===== src/rtl/secded_mem_decoder.sv =====
// Memory-walking Hamming SECDED decoder.
// Reads NUM_WORDS 16-bit codewords (low byte first) from a byte-wide
// synchronous memory at SRC_BASE. Each word is corrected (single error) or
// flagged (double error), and an 11-bit data value with a 2-bit status is
// written back to DST_BASE. Six cycles per word; done is held until the next
// accepted start.
module secded_mem_decoder #(
  parameter int NUM_WORDS = 15,
  parameter int SRC_BASE  = 30,
  parameter int DST_BASE  = 0,
  parameter int ADDR_W    = 8
) (
  input  logic              clk,
  input  logic              reset,
  input  logic              start,
  output logic              done,
  output logic [ADDR_W-1:0] mem_addr,
  input  logic [7:0]        mem_rd_data,
  output logic              mem_wr_en,
  output logic [7:0]        mem_wr_data,
  output logic [4:0]        single_cnt,
  output logic [4:0]        double_cnt
);

  localparam int IDX_W = (NUM_WORDS > 1) ? $clog2(NUM_WORDS) : 1;
  localparam logic [IDX_W-1:0] LAST_IDX = IDX_W'(NUM_WORDS - 1);

  typedef enum logic [2:0] {
    IDLE, RD_LO, RD_HI, CAP, DEC, WR_LO, WR_HI, DONE
  } state_t;

  state_t           state;
  logic [IDX_W-1:0] idx;
  logic [7:0]       cw_lo;
  logic [7:0]       cw_hi;
  logic [7:0]       res_hi_q;

  logic [15:0] cw;
  logic [15:0] fixed;
  logic [3:0]  syn;
  logic        parity;
  logic [1:0]  flag;
  logic [7:0]  res_lo;
  logic [7:0]  res_hi;

  // Byte address of word i in a region; hi selects the upper byte (2i+1).
  function automatic logic [ADDR_W-1:0] word_addr(input int base,
                                                  input logic [IDX_W-1:0] i,
                                                  input logic hi);
    return ADDR_W'(base) + ADDR_W'({i, hi});
  endfunction

  assign cw = {cw_hi, cw_lo};

  // Syndrome, overall parity, correction and result packing for the captured word.
  always_comb begin
    // NOTE: every variable gets a default before any branch so no latch is inferred.
    syn    = '0;
    parity = ^cw;
    fixed  = cw;
    flag   = 2'b00;
    for (int k = 1; k < 16; k++) begin
      if (cw[k]) syn = syn ^ 4'(k);
    end
    if (parity) begin
      // Odd overall parity: one bit is wrong, at position syn (0 means p0).
      fixed[syn] = ~cw[syn];
      flag       = 2'b01;
    end else if (syn != 4'd0) begin
      // Even parity with a non-zero syndrome: two bits wrong, not correctable.
      flag = 2'b10;
    end
    res_lo = {fixed[12:9], fixed[7:5], fixed[3]};
    res_hi = {flag, 3'b000, fixed[15:13]};
  end

  // Sequencer with registered memory interface, status and counters.
  always_ff @(posedge clk or negedge reset) begin
    if (!reset) begin
      state       <= IDLE;
      idx         <= '0;
      done        <= 1'b0;
      mem_addr    <= '0;
      mem_wr_en   <= 1'b0;
      mem_wr_data <= '0;
      single_cnt  <= '0;
      double_cnt  <= '0;
      cw_lo       <= '0;
      cw_hi       <= '0;
      res_hi_q    <= '0;
    end else begin
      // NOTE: state updates use non-blocking assignments so every register
      // samples the values from before this clock edge.
      case (state)
        IDLE, DONE: begin
          if (start) begin
            state      <= RD_LO;
            idx        <= '0;
            done       <= 1'b0;
            single_cnt <= '0;
            double_cnt <= '0;
            mem_addr   <= word_addr(SRC_BASE, '0, 1'b0);
          end
        end
        RD_LO: begin
          mem_addr <= word_addr(SRC_BASE, idx, 1'b1);
          state    <= RD_HI;
        end
        RD_HI: begin
          // Low byte addressed in RD_LO is on the read bus now.
          cw_lo <= mem_rd_data;
          state <= CAP;
        end
        CAP: begin
          cw_hi <= mem_rd_data;
          state <= DEC;
        end
        DEC: begin
          if (flag == 2'b01 && single_cnt != 5'd31) single_cnt <= single_cnt + 5'd1;
          if (flag == 2'b10 && double_cnt != 5'd31) double_cnt <= double_cnt + 5'd1;
          res_hi_q    <= res_hi;
          mem_wr_data <= res_lo;
          mem_addr    <= word_addr(DST_BASE, idx, 1'b0);
          mem_wr_en   <= 1'b1;
          state       <= WR_LO;
        end
        WR_LO: begin
          mem_wr_data <= res_hi_q;
          mem_addr    <= word_addr(DST_BASE, idx, 1'b1);
          state       <= WR_HI;
        end
        WR_HI: begin
          mem_wr_en <= 1'b0;
          if (idx == LAST_IDX) begin
            done  <= 1'b1;
            state <= DONE;
          end else begin
            idx      <= idx + 1'b1;
            mem_addr <= word_addr(SRC_BASE, idx + 1'b1, 1'b0);
            state    <= RD_LO;
          end
        end
        default: state <= IDLE;
      endcase
    end
  end

endmodule


===== config.mk =====
export PLATFORM = sky130hd
export DESIGN_NAME = secded_mem_decoder
export DESIGN_NICKNAME = d
export VERILOG_FILES = /design/src/rtl/secded_mem_decoder.sv
export SDC_FILE = /design/constraint.sdc
export NUM_CORES = 1
export LEC_CHECK = 0
export CAP_MARGIN = 20
export CELL_PAD_IN_SITES_DETAIL_PLACEMENT = 1
export CELL_PAD_IN_SITES_GLOBAL_PLACEMENT = 1
export CORE_ASPECT_RATIO = 1.4
export CORE_MARGIN = 3
export CORE_UTILIZATION = 40
export CTS_CLUSTER_SIZE = 24
export DETAILED_ROUTE_END_ITERATION = 10
export PLACE_DENSITY_LB_ADDON = 0.25
export SYNTH_ARGS = -nofsm -noshare
export SYNTH_HDL_FRONTEND = slang
export SYNTH_SLANG_ARGS = --single-unit

===== constraint.sdc =====
create_clock -name clk -period 5.44 [get_ports clk]
set_input_delay 1.088 -clock clk [delete_from_list [all_inputs] [get_ports clk]]
set_output_delay 1.088 -clock clk [all_outputs]
set_load 0.05 [all_outputs]

==> results.cfg, run 1 <==
[timing]
skew_ns = 0.00632
grt_setup_unrepaired = false
fin_crit_ns = 3.09
setup_ws_ns = 2.35
finalCritPeriodShare = 0.568
maxSlewHeadroom = 0.416
fmax_mhz = 324
worst_slew_pin_slew_ns = 0.873
fin_setup_tns_ns = 0
setup-violations-final = 0
hold_viol_final = 0
slew_viol_final = 0

[detailed_routing]
drc = 0
drtPass1Iterations = 4
dr.first_iter.drc_count = 83
routed_wl_um = 9150
vias = 2897
antenna_left = 0
viasPerCell = 5.74
wl_per_cell_um = 18.1

[placement]
port-buffer-count = 36
place_hpwl_um = 7170
place.gp.congestion = 0.859
dpl_worst_slack_ns = 2.38

[global_route]
use_met1 = 0.203
use_met3 = 0.0289
grt.total_usage = 0.195
gr-usage-met2 = 0.386
grt_overflow = 0
busiest_layer = met2
antenna_found_initial = 0
grt_pass1_wl_um = 15100
grt_max_degree = 55
first_global_vias = 3088

[worst_setup_path]
critical_path_peak_fanout = 20
reg2reg_slack_ns = 2.35
required_ns = 5.60
arrival_ns = 3.25
critPathLaunchType = flip-flop
rr_endpoint = mem_addr[3]
cp-end-kind = flip-flop
worstSetupPathType = flip-flop to flip-flop
reg2reg_from = state[0]
reg2regPathDepth = 10

[cells_and_area]
antennaDiodeCount = 0
nFillCells = 961
layout.nets = 422
areaGrowthSynthToFinish_pct = 15.3
drive_gt1_frac = 0.0993
utilization = 0.484

[die]
dieArea_um2 = 9930
start_util = 0.420
dieHeight_um = 117
rows = 39
design.core.area_um2 = 8340
fp.dieW_um = 85.1
num_io_pins = 39

[clocking]
cts_made_buffers = 5
hold_buffers = 0
clockBufferDepth = 2
cts_max_level = 2
cts-root-buf = clkbuf_16
clk_latency_ns = 0.29
cts_resized = 0
clkSlewWorstSetupHoldPaths_ns = 0.07
cts.sinks = 54
cts_post_setup_buffers_inserted = 0
cts_tree = yes

[synthesis]
yosys_register_bits = 54
netlist_instances = 377
synth-main-ff-cell = dfrtp_1
synthArstFlopShare = 1.00
syn_area_um2 = 3500
yosys_warnings = 0
avgSynthCellArea_um2 = 9.29
synth_edf_count = 0
yosysSeqAreaShare = 0.386
yosysUniqueCellTypes = 55

[worst_hold_path]
holdCritPathClass = flip-flop to flip-flop
min_path_cells = 1
min_from = mem_addr[4]
hold_path_end = mem_addr[4]

[flow_run]
drv_cap = 0

[outcome]
status = completed
-- cell usage in the layout (no fill, tap or decap), drive strengths merged, types with 6 or more instances in the layout --
| master | Yosys | layout |
|---|---|---|
| a21oi | 22 | 22 |
| and3 | 7 | 7 |
| clkbuf | 11 | 6 |
| clkdlybuf4s50 | 0 | 35 |
| dfrtp | 54 | 54 |
| ha | 9 | 9 |
| mux2 | 21 | 21 |
| nand2 | 48 | 48 |
| nand3 | 11 | 11 |
| nor2 | 29 | 29 |
| o21ai | 24 | 24 |
| o22a | 6 | 6 |
| o22ai | 11 | 11 |
| xnor2 | 33 | 33 |
| xor2 | 12 | 12 |
-- how the worst max path moves through the flow --
stage	start	endpoint
3_3_place_gp	state[0]	mem_addr[3]
5_1_grt	state[0]	mem_addr[3]
4_1_cts	state[0]	mem_addr[3]
2_1_floorplan	cw_lo[5]	single_cnt[0]
3_5_place_dp	state[0]	mem_addr[3]
6_report	state[0]	mem_addr[3]
-- routing by layer --
layer  routed length, um  share of wire
met5                   0              0
met4                 257          0.028
met3                 201          0.022
met2                5180           0.57
met1                3510           0.38
-- Yosys cell counts (6+ instances only) --
library cell | n | area share
nor2_1 | 29 | 0.031
dfrtp_1 | 54 | 0.39
o22ai_1 | 10 | 0.018
and3_1 | 7 | 0.012
xnor2_1 | 28 | 0.070
xor2_1 | 10 | 0.025
nand3_1 | 11 | 0.016
o21ai_0 | 16 | 0.023
ha_1 | 9 | 0.032
o22a_1 | 6 | 0.015
o21ai_1 | 7 | 0.010
nand2_1 | 48 | 0.051
clkbuf_1 | 10 | 0.011
mux2_2 | 20 | 0.064
a21oi_1 | 22 | 0.031
-- stage by stage --
| step | hold WS [ns] | std cells | instance area (um2) |
|---|---|---|---|
| floorplan | 0.442 | 378 | 3510 |
| global placement | 0.471 | 497 | 3900 |
| detailed placement | 0.476 | 497 | 3900 |
| CTS | 0.493 | 505 | 4040 |
| global route | 0.513 | 505 | 4040 |
| finish | 0.487 | 505 | 4040 |
-- worst max-delay path: stages (launching register included) --
cell      delay (ns)
dfrtp_1         0.70
clkinv_1        0.44
nand3_1         0.30
clkinv_1        0.26
ha_1            0.39
ha_1            0.22
xnor2_1         0.14
xnor2_1         0.20
a21oi_1         0.09
o22ai_1         0.14
a21oi_1         0.06
-- flip-flops by register name, indices dropped and copies added (netlist names) --
| register | count |
|---|---|
| cw_hi | 8 |
| double_cnt | 5 |
| mem_wr_data | 8 |
| single_cnt | 5 |
| done | 1 |
| mem_addr | 6 |
| cw_lo | 8 |
| state | 3 |
| idx | 4 |
| res_hi_q | 5 |
| mem_wr_en | 1 |
-- logic make-up after synthesis --
kind of cell	after synthesis	synth area share
simple gates	117	0.151
buf+inv	28	0.0375
xor+xnor	46	0.134
compound gates	96	0.177
flops	54	0.386
mux	26	0.0818
fa+ha+maj	9	0.0321
other cells	1	0.00107
-- area by class of cell --
cell class	instances	area (um2)	share of cell area
clock buffer	6	129	0.0319
clock inverter	2	13.8	0.00341
inverter	8	30.0	0.00743
multi-input combinational	296	2020	0.501
sequential	54	1350	0.335
tap	102	128	0.0316
timing repair buffer	37	363	0.0898
Power of run 1 is not shown: default switching activity piles up to over one toggle a cycle in this logic, so the estimate is an artifact.
==> run 2: changes to the inputs <==
- clock period: 5.44 -> 2.9 ns (I/O delays scaled with it)
==> run 2 against run 1 <==
Final area up 2.7%. Via count up 1.3%. Non-clock buffer count up 13. Global-route usage up 0.89 points. Clock-buffer cell count up 1.
==> results.cfg, run 2 (synthesis results as in run 1) <==
[outcome]
status = completed

[global_route]
grt_overflow = 0
grt.total_usage = 0.204
antenna_found_initial = 0
grt_pass1_wl_um = 15800
first_global_vias = 3154
grt_max_degree = 55

[detailed_routing]
wl_per_cell_um = 18.4
drtPass1Iterations = 4
antenna_left = 0
viasPerCell = 5.66
vias = 2934
routed_wl_um = 9510
dr.first_iter.drc_count = 85
drc = 0

[clocking]
cts_tree = yes
cts_max_level = 2
clkSlewWorstSetupHoldPaths_ns = 0.07
hold_buffers = 0
clockBufferDepth = 2
clk_latency_ns = 0.29
cts.sinks = 54
cts_made_buffers = 5
cts-root-buf = clkbuf_16

[cells_and_area]
final_common_cell = dfrtp_1
layout.nets = 435
areaGrowthSynthToFinish_pct = 18.4
final_cell_mix = dfrtp_1 (54), nand2_1 (48), clkdlybuf4s50_1 (35), nor2_1 (29), xnor2_1 (27)
seqCellArea_um2 = 1350
antennaDiodeCount = 0
utilization = 0.497
multi_input_area_um2 = 2030
largestRegisters = cw_hi (8), cw_lo (8), mem_wr_data (8)
nFillCells = 968
drive_gt1_frac = 0.130

[die]
design.core.area_um2 = 8340
rows = 39
fp.dieW_um = 85.1
dieArea_um2 = 9930
num_io_pins = 39
start_util = 0.420
dieHeight_um = 117

[timing]
fmax_mhz = 380
hold_viol_final = 0
slew_viol_final = 0
fin_setup_tns_ns = 0
skew_ns = 0.00503
finalCritPeriodShare = 0.907
setup-violations-final = 0
fin_crit_ns = 2.63
grt_setup_unrepaired = false
worst_slew_pin_slew_ns = 0.693
maxSlewHeadroom = 0.538

[worst_setup_path]
critical_path_peak_fanout = 9
critPathLaunchType = flip-flop
arrival_ns = 2.81
reg2reg_from = cw_hi[7]
cp-end-kind = flip-flop
critPathLaunch = cw_hi[7]
required_ns = 3.08
worstSetupPathType = flip-flop to flip-flop

[placement]
place.gp.congestion = 0.880
port-buffer-count = 36
place_hpwl_um = 7410

[worst_hold_path]
holdCritPathClass = input pin to async pin

[flow_run]
drv_cap = 0
[run 2: path summary, 6_finish.rpt]
path	endpoint	slack (ns)	cells past startpoint
min in group clk	mem_addr[4]	0.49	1
max	double_cnt[2]	0.27	7
max in group asynchronous	cw_lo[7]	2.01	2
min	single_cnt[2]	0.40	2
min reg2reg	mem_addr[4]	0.49	1
max reg2reg	double_cnt[2]	0.27	7
[run 2: layout make-up]
class / count / area share
clock buffer: 7 / 0.0344
clock inverter: 1 / 0.00121
inverter: 8 / 0.00724
multi-input combinational: 296 / 0.490
sequential: 54 / 0.326
tap: 102 / 0.0308
timing repair buffer: 50 / 0.111
[run 2: per-stage QoR]
| step | instance area (um2) | setup WS (ns) | std cells | hold WS (ns) |
|---|---|---|---|---|
| after floorplan | 3510 | 0.590 | 378 | 0.284 |
| after global placement | 3990 | 0.246 | 510 | 0.456 |
| after detailed placement | 3990 | 0.171 | 510 | 0.472 |
| after CTS | 4140 | 0.151 | 518 | 0.439 |
| after global routing | 4150 | 0.103 | 518 | 0.484 |
| final | 4150 | 0.270 | 518 | 0.402 |
[run 2: worst max-delay path, stage by stage, from the launching register on]
cell and delay [ns]:
dfrtp_1 0.54, xor2_2 0.27, xnor3_2 0.57, xnor2_2 0.23, a22oi_1 0.33, o21a_1 0.31, o22ai_2 0.12, o2bb2ai_1 0.14
[run 2: what timing repair did]
action | in CTS | in global routing
gates resized for setup | 0 | 1
buffers inserted | 0 | 0
setup endpoints to repair | 0 | 3
[run 2: metal layers]
layer / global-route usage / vias to the layer above / wire, um / share of wire
met5: 0 / - / 0 / 0
met4: 0.0834 / 0 / 256 / 0.027
met3: 0.0247 / 14 / 213 / 0.022
met2: 0.397 / 42 / 5360 / 0.56
met1: 0.219 / 1462 / 3680 / 0.39
li1: - / 1416 / - / -
Power of run 2 is left out for the same reason.
==> run 3: changes to the inputs <==
- CAP_MARGIN: 20 -> unset
- SLEW_MARGIN: unset -> 20
==> results of run 3 <==
Same layout as run 2: the final DEF is identical, and so are final timing and power.
Power of run 3 is left out for the same reason.
